===== src/rtl/loader_pkg.sv =====
`default_nettype none
// ============================================================================
// Module      : loader_pkg
// Description : Shared instruction-memory geometry and program-loader states.
// Revision    : 1.0 - initial release
// ============================================================================
package loader_pkg;

    localparam int          IMEM_ADDR_W = 12;
    localparam int          IMEM_DATA_W = 16;
    localparam int          IMEM_DEPTH  = 1 << IMEM_ADDR_W;
    localparam logic [7:0]  MAGIC_BYTE  = 8'hA5;

    typedef enum logic [3:0] {
        ST_IDLE    = 4'd0,
        ST_ADDR_HI = 4'd1,
        ST_ADDR_LO = 4'd2,
        ST_LEN_HI  = 4'd3,
        ST_LEN_LO  = 4'd4,
        ST_DATA_HI = 4'd5,
        ST_DATA_LO = 4'd6,
        ST_CSUM    = 4'd7,
        ST_DONE    = 4'd8,
        ST_ERR     = 4'd9
    } loader_state_t;

endpackage : loader_pkg
`default_nettype wire


===== src/rtl/prog_loader.sv =====
`default_nettype none
// ============================================================================
// Module      : prog_loader
// Description : Framed byte-stream loader for the instruction memory; holds
//               the core in reset until a checksum-verified image is written.
// Revision    : 1.0 - initial release
// ============================================================================
module prog_loader
    import loader_pkg::*;
#(
    parameter int         ADDR_W = IMEM_ADDR_W,
    parameter int         DATA_W = IMEM_DATA_W,
    parameter logic [7:0] MAGIC  = MAGIC_BYTE
) (
    input  logic              clk,
    input  logic              reset,
    input  logic [7:0]        rx_data,
    input  logic              rx_valid,
    output logic              rx_ready,
    output logic              mem_we,
    output logic [ADDR_W-1:0] mem_addr,
    output logic [DATA_W-1:0] mem_wdata,
    output logic              cpu_hold,
    output logic              done,
    output logic              error
);

    // Range check is done wide enough that ADDR+LEN can never wrap.
    localparam int                 c_SUM_W = ((ADDR_W > 16) ? ADDR_W : 16) + 1;
    localparam logic [c_SUM_W-1:0] c_DEPTH = c_SUM_W'(2 ** ADDR_W);

    loader_state_t      r_state;
    loader_state_t      w_state_nxt;

    logic [ADDR_W-1:0]  r_addr;
    logic [7:0]         r_len_hi;
    logic [ADDR_W-1:0]  r_ptr;
    logic [15:0]        r_remaining;
    logic [7:0]         r_csum;
    logic [7:0]         r_hi;
    logic               r_mem_we;
    logic [ADDR_W-1:0]  r_mem_addr;
    logic [DATA_W-1:0]  r_mem_wdata;

    logic               w_accept;
    logic [15:0]        w_len;
    logic [c_SUM_W-1:0] w_end;
    logic               w_len_bad;
    logic               w_addr_hi_bad;

    assign w_accept      = rx_valid && rx_ready;
    assign w_len         = {r_len_hi, rx_data};
    assign w_end         = c_SUM_W'(r_addr) + c_SUM_W'(w_len);
    assign w_len_bad     = (w_len == 16'd0) || (w_end > c_DEPTH);
    assign w_addr_hi_bad = (rx_data >> (ADDR_W - 8)) != 8'd0;

    // ------------------------------------------------------------------------
    // State register
    // ------------------------------------------------------------------------
    always_ff @(posedge clk or negedge reset) begin
        if (!reset) begin
            r_state <= ST_IDLE;
        end else begin
            r_state <= w_state_nxt;
        end
    end

    // ------------------------------------------------------------------------
    // Next-state logic
    // ------------------------------------------------------------------------
    always_comb begin
        w_state_nxt = r_state;
        if (w_accept) begin
            unique case (r_state)
                ST_IDLE: begin
                    if (rx_data == MAGIC) begin
                        w_state_nxt = ST_ADDR_HI;
                    end
                end
                ST_ADDR_HI: w_state_nxt = w_addr_hi_bad ? ST_ERR : ST_ADDR_LO;
                ST_ADDR_LO: w_state_nxt = ST_LEN_HI;
                ST_LEN_HI:  w_state_nxt = ST_LEN_LO;
                ST_LEN_LO:  w_state_nxt = w_len_bad ? ST_ERR : ST_DATA_HI;
                ST_DATA_HI: w_state_nxt = ST_DATA_LO;
                ST_DATA_LO: w_state_nxt = (r_remaining == 16'd1) ? ST_CSUM : ST_DATA_HI;
                ST_CSUM: begin
                    w_state_nxt = ((r_csum ^ 8'h00) == rx_data) ? ST_DONE : ST_ERR;
                end
                ST_DONE:    w_state_nxt = ST_DONE;
                ST_ERR: begin
                    if (rx_data == MAGIC) begin
                        w_state_nxt = ST_ADDR_HI;
                    end
                end
                default:    w_state_nxt = ST_IDLE;
            endcase
        end
    end

    // ------------------------------------------------------------------------
    // Header capture, write pointer, checksum and memory write port
    // ------------------------------------------------------------------------
    always_ff @(posedge clk or negedge reset) begin
        if (!reset) begin
            r_addr      <= '0;
            r_len_hi    <= '0;
            r_ptr       <= '0;
            r_remaining <= '0;
            r_csum      <= '0;
            r_hi        <= '0;
            r_mem_we    <= 1'b0;
            r_mem_addr  <= '0;
            r_mem_wdata <= '0;
        end else begin
            r_mem_we <= 1'b0;
            if (w_accept) begin
                unique case (r_state)
                    ST_ADDR_HI: r_addr[ADDR_W-1:8] <= rx_data[ADDR_W-9:0];
                    ST_ADDR_LO: r_addr[7:0]        <= rx_data;
                    ST_LEN_HI:  r_len_hi           <= rx_data;
                    ST_LEN_LO: begin
                        if (!w_len_bad) begin
                            r_ptr       <= r_addr;
                            r_remaining <= w_len;
                            r_csum      <= 8'h00;
                        end
                    end
                    ST_DATA_HI: begin
                        r_hi   <= rx_data;
                        r_csum <= r_csum ^ rx_data;
                    end
                    ST_DATA_LO: begin
                        // Address/data stay put between strobes so the memory
                        // side never sees them change under a low mem_we.
                        r_csum      <= r_csum ^ rx_data;
                        r_mem_we    <= 1'b1;
                        r_mem_addr  <= r_ptr;
                        r_mem_wdata <= DATA_W'({r_hi, rx_data});
                        r_ptr       <= r_ptr + 1'b1;
                        r_remaining <= r_remaining - 16'd1;
                    end
                    default: ;
                endcase
            end
        end
    end

    // ------------------------------------------------------------------------
    // Outputs
    // ------------------------------------------------------------------------
    assign rx_ready  = reset && (r_state != ST_DONE);
    assign done      = (r_state == ST_DONE);
    assign cpu_hold  = (r_state != ST_DONE);
    assign error     = (r_state == ST_ERR);
    assign mem_we    = r_mem_we;
    assign mem_addr  = r_mem_addr;
    assign mem_wdata = r_mem_wdata;

endmodule : prog_loader
`default_nettype wire


===== config.mk =====
export PLATFORM = sky130hd
export DESIGN_NAME = prog_loader
export DESIGN_NICKNAME = d
export VERILOG_FILES = /design/src/rtl/loader_pkg.sv /design/src/rtl/prog_loader.sv
export SDC_FILE = /design/constraint.sdc
export NUM_CORES = 1
export LEC_CHECK = 0
export CAP_MARGIN = 10
export CORE_MARGIN = 2
export CORE_UTILIZATION = 43
export CTS_CLUSTER_SIZE = 25
export DETAILED_ROUTE_END_ITERATION = 6
export GPL_TIMING_DRIVEN = 0
export PLACE_DENSITY = 0.73
export SETUP_SLACK_MARGIN = 0.5
export SLEW_MARGIN = 10
export SYNTH_ARGS = -nofsm -noshare
export SYNTH_HDL_FRONTEND = slang
export SYNTH_SLANG_ARGS = --single-unit

===== constraint.sdc =====
create_clock -name clk -period 9.5 [get_ports clk]
set_input_delay 1.425 -clock clk [delete_from_list [all_inputs] [get_ports clk]]
set_output_delay 1.425 -clock clk [all_outputs]
set_load 0.005 [all_outputs]

==> After elaboration in Yosys (flattened, before gate mapping) <==
Cells that the tools add are included.
{ "totals": {"regBits": 97, "input_bits": 11, "output_inout_bits": 33, "word_cells": 63} }
{ "classes": {"n_addsub": 3, "magnitude_cmp": 1, "eq_ne": 15, "n_mux": 14, "n_bitwise": 1, "n_reduce_logical": 18} }
{ "op_table": {"columns": ["op", "count"], "rows": [
  ["4-bit one-hot mux with 9 select lines", 1],
  ["16-bit one-hot mux with 2 select lines", 1],
  ["12-bit one-hot mux with 2 select lines", 1],
  ["12-bit by 16-bit adder with 17-bit output", 1],
  ["17-bit by 13-bit > comparator with 1-bit output, second input constant", 1],
  ["16-bit by 1-bit == test with 1-bit output, second input constant", 1],
  ["4-bit by 3-bit == test with 1-bit output, second input constant", 4],
  ["16-bit zero test", 1],
  ["16-bit two-way mux", 1],
  ["8-bit one-hot mux with 2 select lines", 1],
  ["16-bit by 1-bit subtractor with 16-bit output, second input constant", 1],
  ["12-bit by 1-bit adder with 12-bit output, second input constant", 1],
  ["12-bit two-way mux", 1],
  ["4-bit two-way mux", 3],
  ["2-bit AND reduction", 6],
  ["4-bit by 2-bit == test with 1-bit output, second input constant", 2],
  ["4-bit == test, second input constant", 2],
  ["8-bit == test", 1],
  ["8-bit == test, second input constant", 1],
  ["8-bit two-way mux", 1],
  ["8-bit nonzero test", 1],
  ["8-bit XOR", 1],
  ["3-bit AND reduction", 2],
  ["4-bit by 1-bit == test with 1-bit output, second input constant", 1],
  ["other kinds (10)", 15]
]} }

==> Depth between registers and ports, before layout <==
{ "logic_depth": {"word_depth": 5, "ltp_mapped": 13, "depth_no_buf": 11} }

==> Worst setup path before layout <==
Ideal clock, no wire load.
{ "synth_timing": {"path_kind": "input to register", "startpoint": "in rx_data[0]", "endpoint": "reg r_remaining[10]", "setup_ns": 0.077, "t_arrival_ns": 4.038, "required_ns": 9.423, "slack_ns": 5.385, "cell_stages": 12, "n_path_buf": 1, "cell_sequence": "ha_1 -> fa_1 -> a21o_1 -> a221oi_2 -> o211ai_1 -> and2_1 -> xor2_1 -> o41ai_2 -> a31oi_2 -> buf_6 -> a311o_1 -> a21oi_1"} }
{ "synth_between": {"elab_chain_len": 5, "elab_cells_between_ends": 6, "cone_classes": "1 x add/sub; 1 x order compare; 1 x eq/ne; 3 x reduce/logical"} }
{ "synth_rtl": {"columns": ["item", "line", "text"], "rows": [
  ["start: declaration", "prog_loader.sv:17", "input logic [7:0] rx_data,"],
  ["12-bit by 16-bit adder with 17-bit output", "prog_loader.sv:53", "assign w_end = c_SUM_W'(r_addr) + c_SUM_W'(w_len);"],
  ["17-bit by 13-bit > comparator with 1-bit output", "prog_loader.sv:54", "assign w_len_bad = (w_len == 16'd0) || (w_end > c_DEPTH);"],
  ["1-bit logical OR (*)", "prog_loader.sv:54", null],
  ["2-bit != test (no source line) (*)", null, null],
  ["3-bit AND reduction (no source line) (*)", null, null],
  ["end signal: assignment", "prog_loader.sv:124", "r_remaining <= w_len;"],
  ["end signal: assignment", "prog_loader.sv:140", "r_remaining <= r_remaining - 16'd1;"],
  ["end: declaration", "prog_loader.sv:38", "logic [15:0] r_remaining;"]
]} }
Mark *: on every way between the ends. The rest lies on a longest branch, timed or not.
A chain may end at the register's enable or synchronous reset.

==> Worst setup path after layout <==
{ "layout_timing": {"startpoint": "in rx_data[0]", "endpoint": "reg r_remaining[1]"} }
Same word-level chain as after synthesis.

==> qor.yml <==
global_routing:
  grt_pass1_wl_mm: 24.1
  grt_pass1_vias: 4578
  grt_usage_pct: 23.2
  grt_start_max_net_pins: 53
  antenna_found_initial: 0
  grt.overflow.total: 0
logic_synthesis:
  synth_top_area_cell: "dfrtp_1"
  synthDominantCellAreaShare_pct: 44.7
  yosysUniqueCellTypes: 54
  synth.avg_cell_area_um2: 9.62
  syn_nets: 591
  ys.flop_type: "dfrtp_1"
  synthCells: 564
  syn_area_mm2: 0.00543
  ys_warn_count: 0
  seq_area_frac_synth_pct: 44.7
  synth-seq-cells: 97
  synth_area_leaders: "dfrtp_1 45%, mux2_2 11%, a21oi_1 4.1%, nand2_1 3.7%, ha_1 3.5%"
  async_reset_ff_share_pct: 100
  synth-edff-count: 0
drt:
  vias: 4765
  drt_iter0_markers: 417
  drt_first_pass_iters: 5
  ant_nets: 0
  drcViolationCount: 0
  via_per_inst: 5.99
  wire_per_inst_um: 18.9
  routed_wl_mm: 15.0
die:
  start_util_pct: 43.5
  ios: 44
  core_region_area_mm2: 0.0125
  die_area_mm2: 0.0135
  die_w_um: 116
  die_h_um: 116
  rows: 41
pwr:
  combPwrFrac_pct: 6.9
  power.leakage_nw: 2.80
  sw_frac_of_total_pct: 22.7
  clkPwrFrac_pct: 47.9
  max-vdd-ir-drop_mv: 0.0961
  pwr-share-seq_pct: 45.2
  internal_power_w: 0.000731
  power_density_mw_per_mm2: 146
  p_switching_w: 0.000214
flow_run:
  maxCapViolCount: 0
finish:
  syn2layout_area_growth_pct: 19.3
  drive_gt1_share_pct: 12.7
  final_area_mm2: 0.00647
  n_antenna_cell: 0
  regArea_mm2: 0.00243
  multi_input_area_mm2: 0.00281
  fillCellCount: 1112
  final_cell_mix: "97 x dfrtp_1, 53 x nand2_1, 51 x mux2_2, 49 x nor2_1, 44 x a21oi_1"
  final_common_cell: "dfrtp_1"
  nNetsFinal: 646
setup_path:
  critPathArrivalTime_ns: 5.07
  cp-end-kind: "flop"
  path_class: "input port to flop"
  worst_setup_path_start_kind: "input port"
  critPathMaxFanout: 10
  required_ns: 9.71
clocking:
  ctsHtreeMaxLevel: 3
  holdBufCountCts: 0
  clock_latency_ns: 0.35
  cts_root_buf: "clkbuf_16"
  clock_sinks: 97
  post-cts-setup-buffer-count: 0
  cts_tree: "built"
  cts_made_buffers: 9
  cts_max_path_buffers: 2
  clk_pin_slew_worst_paths_ns: 0.07
  cts.repair.resized: 0
sta:
  tns_ns: 0
  period_share_pct: 51.1
  maxSlewHeadroom_pct: 33.7
  clock_skew_ns: 0.0126
  slew_violations: 0
  final.min_clock_period_ns: 4.86
  rsz0062_at_grt: "no"
  hold_viol: 0
  tightest_slew_ns: 0.987
  setup_violations: 0
  fmax_mhz: 206
outcome:
  status: "finished, final reports clean"
placement:
  gp_congestion: 0.900
  dp_hpwl_mm: 10.6
  portBuffers: 43
  dpl_cell_area_mm2: 0.00610
hold_path:
  min_path_type: "flop to flop"
## flip-flops by register name, summed over array words and instances, names as in the netlist
name and flops:
r_ptr 12, r_len_hi 8, r_csum 8, r_hi 8, r_state 4, mem_addr 12
mem_wdata 16, r_remaining 16, r_addr 12, mem_we 1
## final cells by class
type	instances	area share, %
Clock inverter	7	2.30
Sequential cell	97	37.5
Timing Repair Buffer	44	7.04
Tap cell	172	3.33
Clock buffer	9	3.48
Buffer	32	2.01
Multi-Input combinational cell	419	43.4
Inverter	16	0.928
## cell usage after synthesis (all sizes together) (7+ instances only)
cell / n
ha: 15
inv: 16
nor3: 21
nor4: 12
nand2: 53
nand2b: 7
o211ai: 8
xnor2: 9
o21ai: 34
nand3: 10
mux2: 52
a31oi: 17
and3: 10
clkbuf: 29
a21oi: 44
dfrtp: 97
nor2: 49
## worst max-delay path, stage by stage
cell             delay (ns)
clkdlybuf4s50_1        0.47
ha_1                   0.25
fa_1                   0.43
a21o_1                 0.24
a221oi_2               0.32
o21ai_1                0.14
xnor2_1                0.16
o2111ai_1              0.18
o41ai_2                0.48
a31oi_2                0.30
buf_6                  0.23
clkbuf_1               0.21
nand2_1                0.13
o21ai_0                0.10
## metal layers
layer | vias up | track usage [%] | wire length [um]
li1 | 2174 | - | -
met1 | 2337 | 30.0 | 6320
met2 | 208 | 36.9 | 7030
met3 | 46 | 4.31 | 959
met4 | 0 | 12.7 | 739
met5 | - | 0 | 0
## final timing paths
kind	startpoint	to	slack, ns	cells past startpoint
setup / recovery	rx_data[0]	r_remaining[1]	4.64	14
hold / removal	mem_addr[3]	mem_addr[3]	0.51	1
setup reg to reg	r_addr[0]	r_remaining[1]	5.79	13
hold reg to reg	mem_addr[3]	mem_addr[3]	0.51	1
max in group asynchronous	reset	r_addr[2]	7.71	2
min in group asynchronous	reset	mem_wdata[9]	1.10	1
## logic make-up after synthesis
family	count (synthesis)	synth area share, %
DFF	97	44.7
buffers and inverters	48	3.50
and+or+nand+nor	185	16.5
adders and majority gates	17	4.01
AOI/OAI and AO/OA	146	17.3
muxes	57	11.7
xor gates and xnor gates	14	2.26
## power groups by stage
stage	registers (W)	logic (W)	clock network, W
after CTS	0.000427	0.0000657	0.000457
after detailed placement	0.000435	0.0000650	0
final	0.000428	0.0000655	0.000453
after floorplan	0.000433	0.0000334	0
after global routing	0.000428	0.0000729	0.000477
after global placement	0.000435	0.0000619	0
## per-stage QoR
step / total power (W) / cells / utilization, % / setup slack, ns / hold slack [ns]
2_1_floorplan: 0.000466 / 564 / - / 5.38 / 0.470
3_3_place_gp: 0.000497 / 779 / 48.7 / 2.00 / 0.485
3_5_place_dp: 0.000500 / 780 / 48.9 / 4.31 / 0.489
4_1_cts: 0.000950 / 796 / 51.9 / 4.63 / 0.510
5_1_grt: 0.000978 / 796 / 51.9 / 4.50 / 0.525
6_report: 0.000946 / 796 / 51.9 / 4.64 / 0.506
Note: power is estimated with default switching activity, not from simulation.
